**config.mk**
```make
export PLATFORM = sky130hd
export DESIGN_NAME = param_ud_counter_seg
export DESIGN_NICKNAME = d
export VERILOG_FILES = /design/src/rtl/param_ud_counter_seg.sv
export SDC_FILE = /design/constraint.sdc
export NUM_CORES = 1
export LEC_CHECK = 0
export ABC_AREA = 0
export BUFFER_PORTS_ARGS = -buffer_cell sky130_fd_sc_hd__buf_2
export CORE_AREA = 2 2 39 41
export CTS_BUF_LIST = sky130_fd_sc_hd__clkbuf_16
export CTS_CLUSTER_DIAMETER = 80
export DETAILED_ROUTE_END_ITERATION = 16
export DIE_AREA = 0 0 41 43
export PLACE_DENSITY = 0.7
export RECOVER_POWER = 50
export SLEW_MARGIN = 20
export SYNTH_ARGS = -nofsm -noshare
export SYNTH_HDL_FRONTEND = slang
export SYNTH_SLANG_ARGS = --single-unit
```
**constraint.sdc**
```tcl
create_clock -name clk -period 4.3 [get_ports clk]
set_clock_uncertainty 0.15 [all_clocks]
set_input_delay 0.645 -clock clk [delete_from_list [all_inputs] [get_ports clk]]
set_output_delay 0.645 -clock clk [all_outputs]
set_load 0.1 [all_outputs]
```
**src/rtl/param_ud_counter_seg.sv**
```systemverilog
`default_nettype none
// +--------------------------------------------------------------------------+
// | Module   : param_ud_counter_seg                                          |
// | Purpose  : Parametrised modulo-N up/down counter with synchronous load,  |
// |            count enable, wrap or saturate mode, terminal-count and       |
// |            overflow flags, and an optional 7-segment hex decode of the   |
// |            low nibble of the count.                                      |
// | Option   : SEG_DECODE_EN - when defined, seg carries the hex decode of   |
// |            out[3:0]; when undefined, seg is tied low and no decoder is   |
// |            built.                                                        |
// | Params   : WIDTH     counter width in bits (2..16)                       |
// |            MODULUS   count range 0..MODULUS-1, 2 <= MODULUS <= 2**WIDTH  |
// |            SAT_MODE  0 = wrap at range ends, 1 = saturate                |
// |            RESET_VAL value taken on reset, < MODULUS                     |
// | Ports    : clk      in   rising-edge clock                               |
// |            reset    in   synchronous active-high reset                   |
// |            en       in   count enable                                    |
// |            x        in   direction, 1 = up, 0 = down                     |
// |            load     in   synchronous parallel load strobe                |
// |            load_val in   WIDTH-bit load value (clamped to MODULUS-1)     |
// |            out      out  registered count                                |
// |            tc       out  terminal count, combinational from out and x    |
// |            ovf      out  registered one-cycle wrap/saturation pulse      |
// |            seg      out  active-high segments {a,b,c,d,e,f,g}            |
// | Revision : 1.0 - initial release                                         |
// +--------------------------------------------------------------------------+
module param_ud_counter_seg #(
  parameter int WIDTH     = 4,
  parameter int MODULUS   = 16,
  parameter int SAT_MODE  = 0,
  parameter int RESET_VAL = 0
) (
  input  logic             clk,
  input  logic             reset,
  input  logic             en,
  input  logic             x,
  input  logic             load,
  input  logic [WIDTH-1:0] load_val,
  output logic [WIDTH-1:0] out,
  output logic             tc,
  output logic             ovf,
  output logic [6:0]       seg
);

  // All range arithmetic is done one bit wider than the counter so that
  // MODULUS == 2**WIDTH is representable and nothing wraps silently.
  localparam logic [WIDTH:0]   C_MOD   = (WIDTH+1)'(MODULUS);
  localparam logic [WIDTH:0]   C_MAX   = (WIDTH+1)'(MODULUS - 1);
  localparam logic [WIDTH-1:0] C_RST   = WIDTH'(RESET_VAL);
  localparam logic             C_SAT   = (SAT_MODE != 0);

  logic [WIDTH-1:0] out_q, out_d;
  logic             ovf_q, ovf_d;

  logic [WIDTH:0]   cnt_ext;
  logic [WIDTH:0]   ld_ext;
  logic [WIDTH:0]   cnt_inc;
  logic [WIDTH:0]   cnt_dec;
  logic             at_max;
  logic             at_min;

  assign cnt_ext = {1'b0, out_q};
  assign ld_ext  = {1'b0, load_val};
  assign cnt_inc = cnt_ext + 1'b1;
  assign cnt_dec = cnt_ext - 1'b1;
  assign at_max  = (cnt_ext == C_MAX);
  assign at_min  = (out_q == '0);

  always_comb begin
    out_d = out_q;
    ovf_d = 1'b0;
    if (load) begin
      // Out-of-range load values clamp to the top of the range.
      out_d = (ld_ext < C_MOD) ? load_val : C_MAX[WIDTH-1:0];
    end else if (en) begin
      if (x) begin
        if (at_max) begin
          ovf_d = 1'b1;
          out_d = C_SAT ? out_q : '0;
        end else begin
          out_d = cnt_inc[WIDTH-1:0];
        end
      end else begin
        if (at_min) begin
          ovf_d = 1'b1;
          out_d = C_SAT ? out_q : C_MAX[WIDTH-1:0];
        end else begin
          out_d = cnt_dec[WIDTH-1:0];
        end
      end
    end
  end

  always_ff @(posedge clk) begin
    if (reset) begin
      out_q <= C_RST;
      ovf_q <= 1'b0;
    end else begin
      out_q <= out_d;
      ovf_q <= ovf_d;
    end
  end

  assign out = out_q;
  assign ovf = ovf_q;
  // Terminal count follows the live direction input, so a cascade can look
  // ahead to the wrap in either direction.
  assign tc  = x ? at_max : at_min;

`ifdef SEG_DECODE_EN
  logic [15:0] out_zx;
  logic [3:0]  nib;
  logic [6:0]  seg_d;

  // Zero-extension covers WIDTH < 4 without a width-dependent slice.
  assign out_zx = 16'(out_q);
  assign nib    = out_zx[3:0];

  always_comb begin
    seg_d = 7'b0000000;
    case (nib)
      4'h0: seg_d = 7'b1111110;
      4'h1: seg_d = 7'b0110000;
      4'h2: seg_d = 7'b1101101;
      4'h3: seg_d = 7'b1111001;
      4'h4: seg_d = 7'b0110011;
      4'h5: seg_d = 7'b1011011;
      4'h6: seg_d = 7'b1011111;
      4'h7: seg_d = 7'b1110000;
      4'h8: seg_d = 7'b1111111;
      4'h9: seg_d = 7'b1111011;
      4'hA: seg_d = 7'b1110111;
      4'hB: seg_d = 7'b0011111;
      4'hC: seg_d = 7'b1001110;
      4'hD: seg_d = 7'b0111101;
      4'hE: seg_d = 7'b1001111;
      4'hF: seg_d = 7'b1000111;
      default: seg_d = 7'b0000000;
    endcase
  end

  assign seg = seg_d;
`else
  assign seg = 7'b0000000;
`endif

endmodule
`default_nettype wire

```
==> flow_summary.json, run 1 <==
{
  "setup_viol": 0,
  "cts_buffer_depth": 2,
  "layout_common_cells": "buf_2 (13), conb_1 (7), inv_1 (6)",
  "syn_to_final_growth_pct": 32.52,
  "fill_cells": 149,
  "r2r_start": "out[0]",
  "placementRows": 14,
  "p_sw_uw": 109.2,
  "wirelength_um": 866,
  "wl_per_cell_um": 10.19,
  "worstSkewPairLatency_ps": 230,
  "ys_ff_latch": 5,
  "power.density_nw_per_um2": 544.5,
  "initial_core_util": 0.2975,
  "detail-route-antenna-nets": 0,
  "maxCapViolCount": 0,
  "post_cts_resized": 0,
  "place_area_um2": 467.9,
  "synthFlopType": "dfxtp_1",
  "ir_drop_uv": 238.0,
  "intPower_uw": 187.9,
  "max_freq_ghz": 0.3619,
  "dieArea_um2": 1763,
  "synthesis.instances": 53,
  "root_buffer": "clkbuf_16",
  "dpl.cell_count": 81,
  "synth.cell_area_um2": 411.6,
  "hold_buffers": 0,
  "finalCriticalPeriod_ps": 2763,
  "ios": 22,
  "crit_fanout": 8,
  "grt_start_max_net_pins": 10,
  "drc_errors": 0,
  "power_frac_seq": 0.186,
  "required_ps": 3500,
  "first_pass_iters": 3,
  "overflow": 0,
  "port_buffers": 14,
  "max_slew_margin": 0.2283,
  "critPathBufInv": 2,
  "die_w_um": 41,
  "drive_gt1_frac": 0.2609,
  "nNetsFinal": 81,
  "mostFrequentLayoutCell": "buf_2",
  "design_area_um2": 545.5,
  "hold_viol": 0,
  "cp_cell_sequence": "inv_1 > ha_1 > or3b_1 > o21ai_0 > buf_2",
  "viasPerCell": 4.612,
  "status": "finished clean",
  "grt_pass1_vias": 356,
  "numCtsBuffers": 3,
  "synth-edff-count": 0,
  "gp_congestion": 0.8482,
  "clock_power_share": 0.515,
  "cpMaxStageDelayCell": "buf_2",
  "via_count": 392,
  "sw_frac_of_total": 0.3676,
  "htree_num_levels": 1,
  "cp-start-kind": "flop",
  "synth_warnings": 0,
  "power.leakage_uw": 0.0002654,
  "fin_tns_setup_ps": 0,
  "rsz0062_at_grt": "no",
  "antenna_found_initial": 0,
  "synth.avg_cell_area_um2": 7.767,
  "hold_start": "reset",
  "antenna_cells": 0,
  "arrival_ps": 1970,
  "cp-startpoint": "out[0]",
  "clock-sinks": 5,
  "cts_setup_buffers": 0,
  "drt_iter0_drc": 2,
  "finalCritPeriodShare": 0.6426,
  "grt.total_usage": 0.1335,
  "worstSetupPathType": "flop to output pin",
  "fin_cells": 85,
  "pwr-share-comb": 0.298,
  "hpwl_um": 654.7,
  "worstSetupEndpointType": "output pin",
  "clkSlewWorstSetupHoldPaths_ps": 30,
  "cpPeakStageDelay_ps": 460,
  "yosysSeqAreaShare": 0.2432,
  "grt_pass1_wl_mm": 1.469,
  "cts_tree": "done",
  "min_path_type": "primary input to flop",
  "yosys.cell_types.count": 25,
  "die_y_um": 43,
  "cp_top_family": "buffers and inverters",
  "core_um2": 1384,
  "drv_slew": 0,
  "tightest_slew_ps": 1163,
  "async_flop_share": 0
}
## Yosys cell counts (2+ instances only)
cell type	count	area [um^2]
a21oi_1	5	25.02
o21ai_0	5	25.02
buf_4	7	52.55
inv_1	5	18.77
xnor2_1	2	17.52
ha_1	2	25.02
or3b_1	2	17.52
dfxtp_1	5	100.1
nand2_1	4	15.01
## sequential cells by signal (all words and copies together), names as in the netlist
signal	cells
ovf	1
out	4
## cell type report
cell class / count / area [um^2] / share of cell area
inverters: 5 / 18.77 / 0.03440
repair buffers: 14 / 68.82 / 0.1261
well taps: 16 / 20.02 / 0.03670
multi-input cells: 41 / 259.0 / 0.4748
clock inverters: 1 / 3.754 / 0.006881
flip-flops and latches: 5 / 100.1 / 0.1835
clock buffers: 3 / 75.07 / 0.1376
## per-stage QoR
| step | util | total power [uW] | worst slack (ps) | hold slack, ps |
|---|---|---|---|---|
| after floorplan | - | 136.5 | 674.4 | 564.1 |
| after global placement | 0.3382 | 143.9 | 1753 | 478.8 |
| after detailed placement | 0.3382 | 144.7 | 1734 | 485.6 |
| after CTS | 0.3951 | 299.3 | 1576 | 487.9 |
| after global routing | 0.3942 | 308.4 | 1351 | 507.4 |
| final | 0.3942 | 297.1 | 1537 | 486.7 |
## layer usage
| metal | global-route usage | share of wire |
|---|---|---|
| met1 | 0.1576 | 0.43 |
| met2 | 0.1625 | 0.44 |
| met3 | 0.06806 | 0.085 |
| met4 | 0.1267 | 0.039 |
| met5 | 0 | 0 |
## power by group through the flow
stage / Sequential, uW / Combinational [uW] / Clock [uW]
finish: 55.4 / 88.6 / 153
global route: 56.3 / 93.7 / 158
CTS: 55.5 / 89.0 / 155
detailed placement: 56.0 / 88.7 / 0
global placement: 55.8 / 88.1 / 0
floorplan: 77.9 / 58.6 / 0
## path summary, 6_finish.rpt
path | to | slack (ps) | cells past startpoint
setup / recovery | tc | 1540 | 5
setup reg to reg | out[0] | 2580 | 6
hold reg to reg | out[2] | 510 | 2
hold / removal | out[0] | 490 | 2
## cell families after synthesis
family | count (synthesis) | share of synthesized area
other cells | 1 | 0.009110
xor+xnor | 2 | 0.04256
simple gates | 13 | 0.1885
compound gates | 15 | 0.2219
mux | 2 | 0.05167
flops | 5 | 0.2432
buf+inv | 13 | 0.1824
fa+ha+maj | 2 | 0.06078
(Power assumes the default switching activity.)
==> run 2: changes to the inputs <==
- clock period: 4.3 -> 2.9 ns (I/O delays scaled with it)
==> run 2 against run 1 <==
Hold slack got worse by 210 ps. Via count rose by 3.1%. Count of clock-buffer cells in the layout did not move. Total power rose by 48%. Worst setup slack got worse by 1100 ps. Die area did not move. Routed wire length rose by 0.23%. Largest power group unchanged.
==> flow_summary.json, run 2 (same netlist as run 1, synthesis figures left out) <==
{
  "power_frac_seq": 0.186,
  "finalCoreUtilization": 0.3933,
  "tightest_slew_ps": 1161,
  "place_ws_ps": 700.1,
  "gp_congestion": 0.8522,
  "first_pass_iters": 4,
  "r2r-end": "out[0]",
  "grt_pass1_vias": 349,
  "wl_per_cell_um": 10.21,
  "clock-sinks": 5,
  "clock_power_share": 0.516,
  "status": "finished clean",
  "ios": 22,
  "ir_drop_uv": 540.4,
  "power.density_nw_per_um2": 808.7,
  "antenna_cells": 0,
  "root_buffer": "clkbuf_16",
  "rrSetupSlack_ps": 1230,
  "numCtsBuffers": 3,
  "core_um2": 1384,
  "holdPathEnd": "out[0]",
  "power.leakage_uw": 0.0002616,
  "drt_iter0_drc": 8,
  "via_count": 404,
  "intPower_uw": 278.3,
  "layout_setup_ws_ps": 394.3,
  "initial_core_util": 0.2975,
  "nNetsFinal": 81,
  "hold_start": "reset",
  "largest_reg_flops": 4,
  "finalCriticalPeriod_ps": 2506,
  "mostFrequentLayoutCell": "buf_2",
  "cp-start-kind": "flop",
  "clkSlewWorstSetupHoldPaths_ps": 30,
  "hold_buffers": 0,
  "min_path_cells": 2,
  "htree_num_levels": 1,
  "arrival_ps": 1920,
  "finalCritPeriodShare": 0.8640,
  "fin_tns_setup_ps": 0,
  "dieArea_um2": 1763,
  "cts_setup_buffers": 0,
  "cts_buffer_depth": 2,
  "r2r_start": "out[0]",
  "die_y_um": 43,
  "max_slew_margin": 0.2296,
  "drc_errors": 0,
  "detail-route-antenna-nets": 0,
  "post_cts_resized": 0,
  "worstSkewPairLatency_ps": 230,
  "viasPerCell": 4.753,
  "drv_slew": 0,
  "crit_fanout": 8,
  "cts_tree": "done",
  "hold_viol": 0,
  "grt.total_usage": 0.1407,
  "die_w_um": 41,
  "hpwl_um": 651.8,
  "rr_worst_depth": 6,
  "grt_start_max_net_pins": 10,
  "placementRows": 14,
  "antenna_found_initial": 0,
  "rsz0062_at_grt": "no",
  "required_ps": 2320,
  "syn_to_final_growth_pct": 32.22,
  "max_freq_ghz": 0.3991,
  "wirelength_um": 868,
  "setup_viol": 0,
  "worstSetupEndpointType": "output pin",
  "p_sw_uw": 161.9,
  "pwr-share-comb": 0.298,
  "worstSetupPathType": "flop to output pin",
  "overflow": 0,
  "sw_frac_of_total": 0.3678,
  "layout_common_cells": "buf_2 (12), conb_1 (7), inv_1 (6)",
  "drive_gt1_frac": 0.2464,
  "min_path_type": "primary input to flop",
  "port_buffers": 14,
  "maxCapViolCount": 0,
  "grt_pass1_wl_mm": 1.497
}
run 2: routing by layer:
layer,up-vias,track usage,share of wire
met3,4,0.07853,0.10
met1,175,0.1581,0.42
met5,-,0,0
li1,203,-,-
met4,0,0.1200,0.035
met2,22,0.1813,0.44
run 2: cell type report:
class                           count  area (um^2)
Timing Repair Buffer               14        67.56
Tap cell                           16        20.02
Fill cell                         138        839.6
Multi-Input combinational cell     41        259.0
Clock inverter                      1        3.754
Clock buffer                        3        75.07
Inverter                            5        18.77
Sequential cell                     5        100.1
run 2: worst max path at each step:
stage / startpoint / endpoint / cells past startpoint
floorplan: out[0] / tc / 4
global placement: out[0] / tc / 5
detailed placement: out[0] / tc / 5
CTS: out[0] / tc / 5
global route: out[0] / tc / 5
finish: out[0] / tc / 5
run 2: metrics by stage:
step                hold WS, ps  cell area (um^2)  total power (uW)  instances
global route              311.4             544.3             457.7         85
CTS                       275.0             550.5             447.4         85
floorplan                 354.1             437.9             203.1         59
finish                    278.4             544.3             440.2         85
global placement          511.8             471.7             214.3         81
detailed placement        499.0             471.7             215.2         81
run 2: critical path, cell delays in order, from the launching register on:
cell and delay [ps]:
dfxtp_1 360, inv_1 120, ha_1 190, or3b_1 360, o21ai_0 190, buf_2 460
run 2: power groups by stage:
stage | clock [uW] | sequential (uW) | combinational, uW
3_5_place_dp | 0 | 83.3 | 132
2_1_floorplan | 0 | 116 | 87.5
6_report | 227 | 81.9 | 131
3_3_place_gp | 0 | 83.1 | 131
4_1_cts | 233 | 82.1 | 132
5_1_grt | 236 | 83.0 | 139
==> run 3: changes to the inputs <==
- BUFFER_PORTS_ARGS: -buffer_cell sky130_fd_sc_hd__buf_2 -> -buffer_cell sky130_fd_sc_hd__buf_4
- MAX_ROUTING_LAYER: not set -> met4
==> run 3 against run 2 <==
Cell area is 4.8% higher. Sequential power is 0.5% higher. Flip-flop and latch count stayed put. Maximum frequency is 5.3% higher. Critical path type unchanged. Largest cell class unchanged.
==> flow_summary.json, run 3 (same netlist as run 1, synthesis figures left out) <==
{
  "max_freq_ghz": 0.4204,
  "via_count": 386,
  "grt_pass1_vias": 325,
  "numCtsBuffers": 3,
  "wirelength_um": 819,
  "htree_num_levels": 1,
  "wl_per_cell_um": 9.635,
  "cp_cell_sequence": "inv_1 > ha_1 > or3b_1 > o21ai_0 > buf_4",
  "multi_input_area_um2": 259.0,
  "hold_start": "reset",
  "drc_errors": 0,
  "cts_setup_buffers": 0,
  "hold_buffers": 0,
  "cp-start-kind": "flop",
  "fin_tns_setup_ps": 0,
  "core_um2": 1384,
  "first_pass_iters": 4,
  "drt_iter0_drc": 4,
  "worstSkewPairLatency_ps": 220,
  "cts_tree": "done",
  "grt_pass1_wl_mm": 1.373,
  "cts_buffer_depth": 2,
  "cpMaxStageDelayCell": "or3b_1",
  "seq_area_um2": 100.1,
  "nNetsFinal": 81,
  "tightest_slew_ps": 1159,
  "drive_gt1_frac": 0.2319,
  "layout_common_cells": "buf_4 (11), conb_1 (7), inv_1 (6)",
  "finalCritPeriodShare": 0.8203,
  "ios": 22,
  "max_slew_margin": 0.2307,
  "die_y_um": 43,
  "finalCriticalPeriod_ps": 2379,
  "port_buffers": 14,
  "post_cts_resized": 0,
  "cpPeakStageDelay_ps": 370,
  "cp-startpoint": "out[0]",
  "grt.total_usage": 0.1245,
  "status": "finished clean",
  "viasPerCell": 4.541,
  "clock-sinks": 5,
  "hold_viol": 0,
  "power.leakage_uw": 0.0002658,
  "fill_cells": 155,
  "overflow": 0,
  "drv_slew": 0,
  "power.density_nw_per_um2": 768.5,
  "antenna_found_initial": 0,
  "hpwl_um": 650.4,
  "finalCoreUtilization": 0.4123,
  "antenna_cells": 0,
  "arrival_ps": 1790,
  "mostFrequentLayoutCell": "buf_4",
  "worstSetupPathType": "flop to output pin",
  "critPathBufInv": 2,
  "die_w_um": 41,
  "largest_reg_flops": 4,
  "r2r_start": "out[0]",
  "dieArea_um2": 1763,
  "min_path_type": "primary input to flop",
  "root_buffer": "clkbuf_16",
  "required_ps": 2320,
  "crit_fanout": 8,
  "maxCapViolCount": 0,
  "cp_top_family": "buffers and inverters",
  "initial_core_util": 0.2975,
  "gp_congestion": 0.8511,
  "worstSetupEndpointType": "output pin",
  "rsz0062_at_grt": "no",
  "clkSlewWorstSetupHoldPaths_ps": 30,
  "syn_to_final_growth_pct": 38.60,
  "placementRows": 14,
  "detail-route-antenna-nets": 0,
  "ir_drop_uv": 558.3,
  "grt_start_max_net_pins": 10,
  "setup_viol": 0
}
## run 3: layout make-up
cell class | instances | share of cell area
multi-input combinational | 41 | 0.4539
sequential | 5 | 0.1754
timing repair buffer | 14 | 0.1645
clock buffer | 3 | 0.1316
tap | 16 | 0.03509
inverter | 5 | 0.03289
clock inverter | 1 | 0.006579
## run 3: final timing paths
check / slack (ps) / cells after the start / endpoint
worst min register to register: 520 / 2 / out[0]
worst max-delay path: 520 / 5 / tc
worst min-delay path: 260 / 2 / out[0]
worst max register to register: 1240 / 6 / out[0]
## run 3: power breakdown
group          leakage (uW)  switching, uW  internal, uW
clock             0.0000423           42.5           178
sequential        0.0000413           8.16          74.1
combinational      0.000182            105          30.0
## run 3: stage by stage
step / power [uW] / std cells / area [um^2] / hold WS [ps] / worst slack (ps)
final: 438.5 / 85 / 570.5 / 256.9 / 521.2
after detailed placement: 221.7 / 81 / 506.7 / 487.2 / 830.2
after CTS: 447.7 / 85 / 585.6 / 252.4 / 588.1
after global routing: 457.3 / 85 / 570.5 / 265.7 / 422.6
after floorplan: 203.1 / 59 / 437.9 / 354.1 / 15.25
after global placement: 221.4 / 81 / 506.7 / 486.5 / 867.4
## run 3: routing by layer
layer,global-route usage,vias to the layer above,share of wire
li1,-,202,-
met1,0.1479,166,0.45
met2,0.1594,16,0.43
met3,0.07853,2,0.10
met4,0.06000,0,0.0098
met5,-,-,0
